[config.mk]
export PLATFORM = sky130hd
export DESIGN_NAME = btn_conditioner
export DESIGN_NICKNAME = d
export VERILOG_FILES = /design/src/rtl/btn_conditioner_pkg.sv /design/src/rtl/btn_channel.sv /design/src/rtl/btn_conditioner.sv
export SDC_FILE = /design/constraint.sdc
export NUM_CORES = 1
export LEC_CHECK = 0
export ABC_AREA = 1
export CAP_MARGIN = 25
export CORE_ASPECT_RATIO = 2
export CORE_MARGIN = 2
export CORE_UTILIZATION = 50
export CTS_CLUSTER_DIAMETER = 120
export DETAILED_ROUTE_END_ITERATION = 10
export PLACE_DENSITY_LB_ADDON = 0.05
export SKIP_CTS_REPAIR_TIMING = 1
export SLEW_MARGIN = 25
export SYNTH_ARGS = -nofsm -noshare
export SYNTH_HDL_FRONTEND = slang
export SYNTH_SLANG_ARGS = --single-unit
[constraint.sdc]
create_clock -name clk_i -period 4.26 [get_ports clk_i]
set_input_delay 0.426 -clock clk_i [delete_from_list [all_inputs] [get_ports clk_i]]
set_output_delay 0.426 -clock clk_i [all_outputs]
set_load 0.02 [all_outputs]
[src/rtl/btn_conditioner_pkg.sv]
// Shared definitions for the button front end: repeat FSM encodings and
// default timing for a 125 MHz system clock.
package btn_conditioner_pkg;

   localparam logic [1:0] ST_IDLE   = 2'd0;
   localparam logic [1:0] ST_DELAY  = 2'd1;
   localparam logic [1:0] ST_REPEAT = 2'd2;

   localparam int unsigned CLK_HZ = 125_000_000;

   // 10 ms debounce, 500 ms to first repeat, 200 ms between repeats
   localparam int unsigned DEF_DEBOUNCE_CYCLES = 1_250_000;
   localparam int unsigned DEF_REPEAT_DELAY    = 62_500_000;
   localparam int unsigned DEF_REPEAT_RATE     = 25_000_000;
   localparam int unsigned DEF_CNT_W           = 27;

endpackage

[src/rtl/btn_channel.sv]
// One button channel: 2-flop synchroniser, debounce counter, press/release
// strobes and the auto-repeat FSM.
module btn_channel
   import btn_conditioner_pkg::*;
#(
   parameter int unsigned DEBOUNCE_CYCLES = DEF_DEBOUNCE_CYCLES,
   parameter int unsigned REPEAT_DELAY    = DEF_REPEAT_DELAY,
   parameter int unsigned REPEAT_RATE     = DEF_REPEAT_RATE,
   parameter int unsigned CNT_W           = DEF_CNT_W
) (
   input  logic clk_i,
   input  logic rst_ni,
   input  logic btn_i,
   input  logic repeat_en_i,
   output logic level_o,
   output logic press_o,
   output logic release_o,
   output logic held_o
);

   localparam logic [CNT_W-1:0] DB_LAST    = CNT_W'(DEBOUNCE_CYCLES - 1);
   localparam logic [CNT_W-1:0] DELAY_LAST = CNT_W'(REPEAT_DELAY - 1);
   localparam logic [CNT_W-1:0] RATE_LAST  = CNT_W'(REPEAT_RATE - 1);
   localparam logic [CNT_W-1:0] CNT_ONE    = CNT_W'(1);

   logic [1:0]       sync_q;
   logic             s;
   logic [CNT_W-1:0] db_cnt_q, db_cnt_d;
   logic             level_q, level_d;
   logic             press_q, press_d;
   logic             release_q, release_d;
   logic [1:0]       state_q, state_d;
   logic [CNT_W-1:0] rp_cnt_q, rp_cnt_d;
   logic             rise, fall, rep_fire;
   logic [CNT_W-1:0] rp_last;

   assign s = sync_q[1];

   always_comb begin
      level_d  = level_q;
      db_cnt_d = '0;
      if (s != level_q) begin
         if (db_cnt_q == DB_LAST) begin
            level_d = s;
         end else begin
            db_cnt_d = db_cnt_q + CNT_ONE;
         end
      end
   end

   assign rise    = level_d & ~level_q;
   assign fall    = ~level_d & level_q;
   assign rp_last = (state_q == ST_DELAY) ? DELAY_LAST : RATE_LAST;

   // A release always wins over a repeat that would have fired this cycle.
   always_comb begin
      state_d  = state_q;
      rp_cnt_d = rp_cnt_q;
      rep_fire = 1'b0;
      case (state_q)
         ST_IDLE: begin
            if (rise) begin
               state_d  = ST_DELAY;
               rp_cnt_d = '0;
            end
         end
         ST_DELAY, ST_REPEAT: begin
            if (fall) begin
               state_d  = ST_IDLE;
               rp_cnt_d = '0;
            end else if (!repeat_en_i) begin
               rp_cnt_d = '0;
            end else if (rp_cnt_q == rp_last) begin
               rep_fire = 1'b1;
               rp_cnt_d = '0;
               state_d  = ST_REPEAT;
            end else begin
               rp_cnt_d = rp_cnt_q + CNT_ONE;
            end
         end
         default: begin
            state_d  = ST_IDLE;
            rp_cnt_d = '0;
         end
      endcase
   end

   assign press_d   = rise | rep_fire;
   assign release_d = fall;

   always_ff @(posedge clk_i or negedge rst_ni) begin
      if (!rst_ni) begin
         sync_q    <= '0;
         db_cnt_q  <= '0;
         level_q   <= 1'b0;
         press_q   <= 1'b0;
         release_q <= 1'b0;
         state_q   <= ST_IDLE;
         rp_cnt_q  <= '0;
      end else begin
         sync_q    <= {sync_q[0], btn_i};
         db_cnt_q  <= db_cnt_d;
         level_q   <= level_d;
         press_q   <= press_d;
         release_q <= release_d;
         state_q   <= state_d;
         rp_cnt_q  <= rp_cnt_d;
      end
   end

   assign level_o   = level_q;
   assign press_o   = press_q;
   assign release_o = release_q;
   assign held_o    = (state_q == ST_REPEAT);

endmodule

[src/rtl/btn_conditioner.sv]
// Per-button conditioning for the traffic-light controller: N_BTN independent
// channels producing debounced levels and press/release/repeat strobes.
module btn_conditioner
   import btn_conditioner_pkg::*;
#(
   parameter int unsigned N_BTN           = 3,
   parameter int unsigned DEBOUNCE_CYCLES = DEF_DEBOUNCE_CYCLES,
   parameter int unsigned REPEAT_DELAY    = DEF_REPEAT_DELAY,
   parameter int unsigned REPEAT_RATE     = DEF_REPEAT_RATE,
   parameter int unsigned CNT_W           = DEF_CNT_W
) (
   input  logic             clk_i,
   input  logic             rst_ni,
   input  logic [N_BTN-1:0] btn_i,
   input  logic [N_BTN-1:0] repeat_en_i,
   output logic [N_BTN-1:0] level_o,
   output logic [N_BTN-1:0] press_o,
   output logic [N_BTN-1:0] release_o,
   output logic [N_BTN-1:0] held_o
);

   for (genvar g = 0; g < N_BTN; g++) begin : g_ch
      btn_channel #(
         .DEBOUNCE_CYCLES (DEBOUNCE_CYCLES),
         .REPEAT_DELAY    (REPEAT_DELAY),
         .REPEAT_RATE     (REPEAT_RATE),
         .CNT_W           (CNT_W)
      ) u_ch (
         .clk_i       (clk_i),
         .rst_ni      (rst_ni),
         .btn_i       (btn_i[g]),
         .repeat_en_i (repeat_en_i[g]),
         .level_o     (level_o[g]),
         .press_o     (press_o[g]),
         .release_o   (release_o[g]),
         .held_o      (held_o[g])
      );
   end

endmodule

==> metrics.yaml <==
logic_synthesis:
  synthTopCellsByArea: "dfrtp_1, nand2_1, nor2_1"
  synthesis.area_sq_um: 11400
  ys_ff_latch: 183
  synth_top_area_share_pct: 40.2
  async_reset_ff_share_pct: 100
  syn_nets: 1657
  yosys_warnings: 0
  netlist_instances: 1628
  synth_top_area_cell: "dfrtp_1"
  synth_cell_types: 49
  seq_area_frac_synth_pct: 40.2
  syn_avg_cell_area_sq_um: 7.00
  synthFlopType: "dfrtp_1"
  synth_edf_count: 0
power:
  ir_drop_uv: 343
  power.share.combinational_pct: 2.6
  power_switching_mw: 0.783
  internal_power_mw: 2.71
  swShare_pct: 22.4
  powerDensity_nw_per_um2: 282
  cellLeakagePower_nw: 6.03
  power_frac_seq_pct: 50.3
  power.share.clock_pct: 47.1
sta:
  fmax_mhz: 387
  final_max_slew_viol_count: 0
  rsz0062_at_grt: "false"
  setup-violations-final: 0
  worst_pin_slew_ns: 0.895
  min_period_ns: 2.59
  setup_slack_ns: 1.67
  fin_skew_ns: 0.0135
  hold_viol_final: 0
  period_share_pct: 60.7
  whs_ns: 0.353
  tns_ns: 0
  slew_headroom_pct: 40.1
floorplanning:
  core_area_sq_um: 22500
  std_cell_rows: 78
  die_y_um: 217
  die_area_sq_um: 24100
  ioPinCount: 20
  initial_core_util_pct: 50.5
  die_w_um: 111
global_routing:
  grt_max_degree: 112
  grtUsageTotal_pct: 25.9
  grt_pass1_vias: 10600
  antenna_found_initial: 0
  grt_pass1_wl_um: 50400
  overflow: 0
finish:
  final_area_sq_um: 12400
  final_common_cell: "nand2_1"
  antennaDiodeCount: 0
  drive_gt1_share_pct: 5.34
  fin_cells: 1928
  finish.net_count: 1665
  synthToLayoutAreaGrowth_pct: 8.52
  final_cell_mix: "nand2_1, nor2_1, inv_1"
clock_tree:
  tritoncts: "yes"
  htree_levels: 4
  cts_buffers: 17
  clockRootBuffer: "clkbuf_16"
  insertion_delay_ns: 0.46
  cts.sinks: 183
  clock_path_buffers: 2
  clk_pin_slew_ns: 0.07
route:
  drt-initial-drc-count: 585
  vias_per_cell: 5.47
  routedWlPerCell_um: 15.8
  drc_errors: 0
  final_antenna_net_count: 0
  routed_wl_um: 30400
  drt-pass1-iter-count: 5
  route.vias.total: 10600
critical_path:
  r2r_slack_ns: 1.67
  required_ns: 4.58
  reg2reg_from: "g_ch[1].u_ch.db_cnt_q[0]$_DFF_PN0_"
  max_stage_delay_ns: 0.68
  crit_slowest_cell: "nand2_2"
  cp_max_fo: 52
  cp_cell_sequence: "ha_1, nand3_2, nor3_1, nand3_1, nand2_2, o21ai_2, clkinv_2, nor2_1"
  path_delay_family: "simple AND/OR/NAND/NOR gates"
  crit_arrival_ns: 2.91
  crit_path_start_kind: "flop"
  r2r-end: "g_ch[1].u_ch.rp_cnt_q[20]$_DFFE_PN0P_"
  r2r_cells: 8
  cp.buffers_inverters: 1
  cp-end-kind: "flop"
  critPathKind: "flop to flop"
place:
  dp_cells: 1895
  placed_cell_area_sq_um: 11700
  gp_congestion: 0.921
  port_buffers: 19
  dp_hpwl_um: 23200
  place_ws_ns: 1.68
worst_hold_path:
  hp-class: "flop to flop"
  holdPathStages: 0
  holdPathEnd: "g_ch[2].u_ch.sync_q[1]$_DFF_PN0_"
  hp-start: "g_ch[2].u_ch.sync_q[0]$_DFF_PN0_"
job:
  max-cap-violations: 0
run_status:
  outcome: "finished clean"
==> worst max-delay path by stage <==
stage / slack (ns) / from / end / depth (start not counted)
3_3_place_gp: 1.74 / g_ch[0].u_ch.db_cnt_q[0]$_DFF_PN0_ / g_ch[0].u_ch.rp_cnt_q[25]$_DFFE_PN0P_ / 8
5_1_grt: 1.42 / g_ch[1].u_ch.db_cnt_q[0]$_DFF_PN0_ / g_ch[1].u_ch.rp_cnt_q[20]$_DFFE_PN0P_ / 8
4_1_cts: 1.67 / g_ch[1].u_ch.db_cnt_q[0]$_DFF_PN0_ / g_ch[1].u_ch.rp_cnt_q[20]$_DFFE_PN0P_ / 8
6_report: 1.67 / g_ch[1].u_ch.db_cnt_q[0]$_DFF_PN0_ / g_ch[1].u_ch.rp_cnt_q[20]$_DFFE_PN0P_ / 8
2_1_floorplan: 2.49 / g_ch[0].u_ch.state_q[1]$_DFFE_PN0P_ / g_ch[0].u_ch.rp_cnt_q[15]$_DFFE_PN0P_ / 12
3_5_place_dp: 1.68 / g_ch[0].u_ch.db_cnt_q[0]$_DFF_PN0_ / g_ch[0].u_ch.rp_cnt_q[25]$_DFFE_PN0P_ / 8
==> sequential cells by signal (all words and copies together) (netlist names) <==
| register | count |
|---|---|
| g_ch.u_ch.press_o | 3 |
| g_ch.u_ch.level_o | 3 |
| g_ch.u_ch.sync_q | 6 |
| g_ch.u_ch.db_cnt_q | 81 |
| g_ch.u_ch.rp_cnt_q | 81 |
| g_ch.u_ch.state_q | 6 |
| g_ch.u_ch.release_o | 3 |
==> routing by layer <==
| layer | up-vias | wire (um) | track usage [%] |
|---|---|---|---|
| met5 | - | 0 | 0 |
| met4 | 0 | 1810 | 16.8 |
| met3 | 108 | 687 | 3.70 |
| met2 | 217 | 17100 | 50.4 |
| met1 | 4975 | 10800 | 25.0 |
| li1 | 5250 | - | - |
==> metrics by stage <==
stage,utilization [%],power [mW]
floorplan,-,1.82
global placement,52.0,1.88
detailed placement,52.0,1.88
CTS,54.7,3.54
global route,54.8,3.61
finish,54.8,3.49
==> power by group through the flow <==
stage	Combinational (mW)	Clock (mW)	Sequential [mW]
after global placement	0.0907	0	1.79
after global routing	0.108	1.75	1.76
after floorplan	0.0342	0	1.79
after detailed placement	0.0916	0	1.79
final	0.0925	1.64	1.76
after CTS	0.0919	1.69	1.76
==> cell type report <==
type / count / area [sq um]
fillers: 2257 / 10200
multi-input cells: 1190 / 5750
flip-flops and latches: 183 / 4580
inverters: 219 / 825
clock buffers: 20 / 447
well taps: 280 / 350
repair buffers: 25 / 262
clock inverters: 11 / 149
==> Yosys cell counts (8+ instances only) <==
| cell type | count |
|---|---|
| o21ai_0 | 39 |
| dfrtp_1 | 183 |
| nand2_1 | 412 |
| nand4_1 | 76 |
| nor2_2 | 10 |
| nor4_1 | 9 |
| ha_1 | 21 |
| inv_2 | 8 |
| nor2_1 | 258 |
| a21oi_1 | 41 |
| nand2_2 | 8 |
| nor3_1 | 84 |
| inv_1 | 209 |
| xor2_1 | 25 |
| nand3_1 | 139 |
| buf_4 | 16 |
| xnor2_1 | 8 |
| buf_2 | 15 |
==> worst reg2reg max path: stages, from the launching register on <==
cell	delay (ns)
dfrtp_1	0.39
ha_1	0.25
nand3_2	0.15
nor3_1	0.29
nand3_1	0.16
nand2_2	0.68
o21ai_2	0.16
clkinv_2	0.26
nor2_1	0.10
==> logic make-up (layout without fill, tap and decap cells) <==
logic type | after synthesis | after routing | share of synthesized area, %
buffers and inverters | 255 | 275 | 9.31
DFF | 183 | 183 | 40.2
and+or+nand+nor | 1030 | 1030 | 40.5
adders and majority gates | 21 | 21 | 2.31
xor gates and xnor gates | 33 | 33 | 2.54
muxes | 1 | 1 | 0.0879
AOI/OAI and AO/OA | 105 | 105 | 5.06
Power figures use the tool's default switching activity.
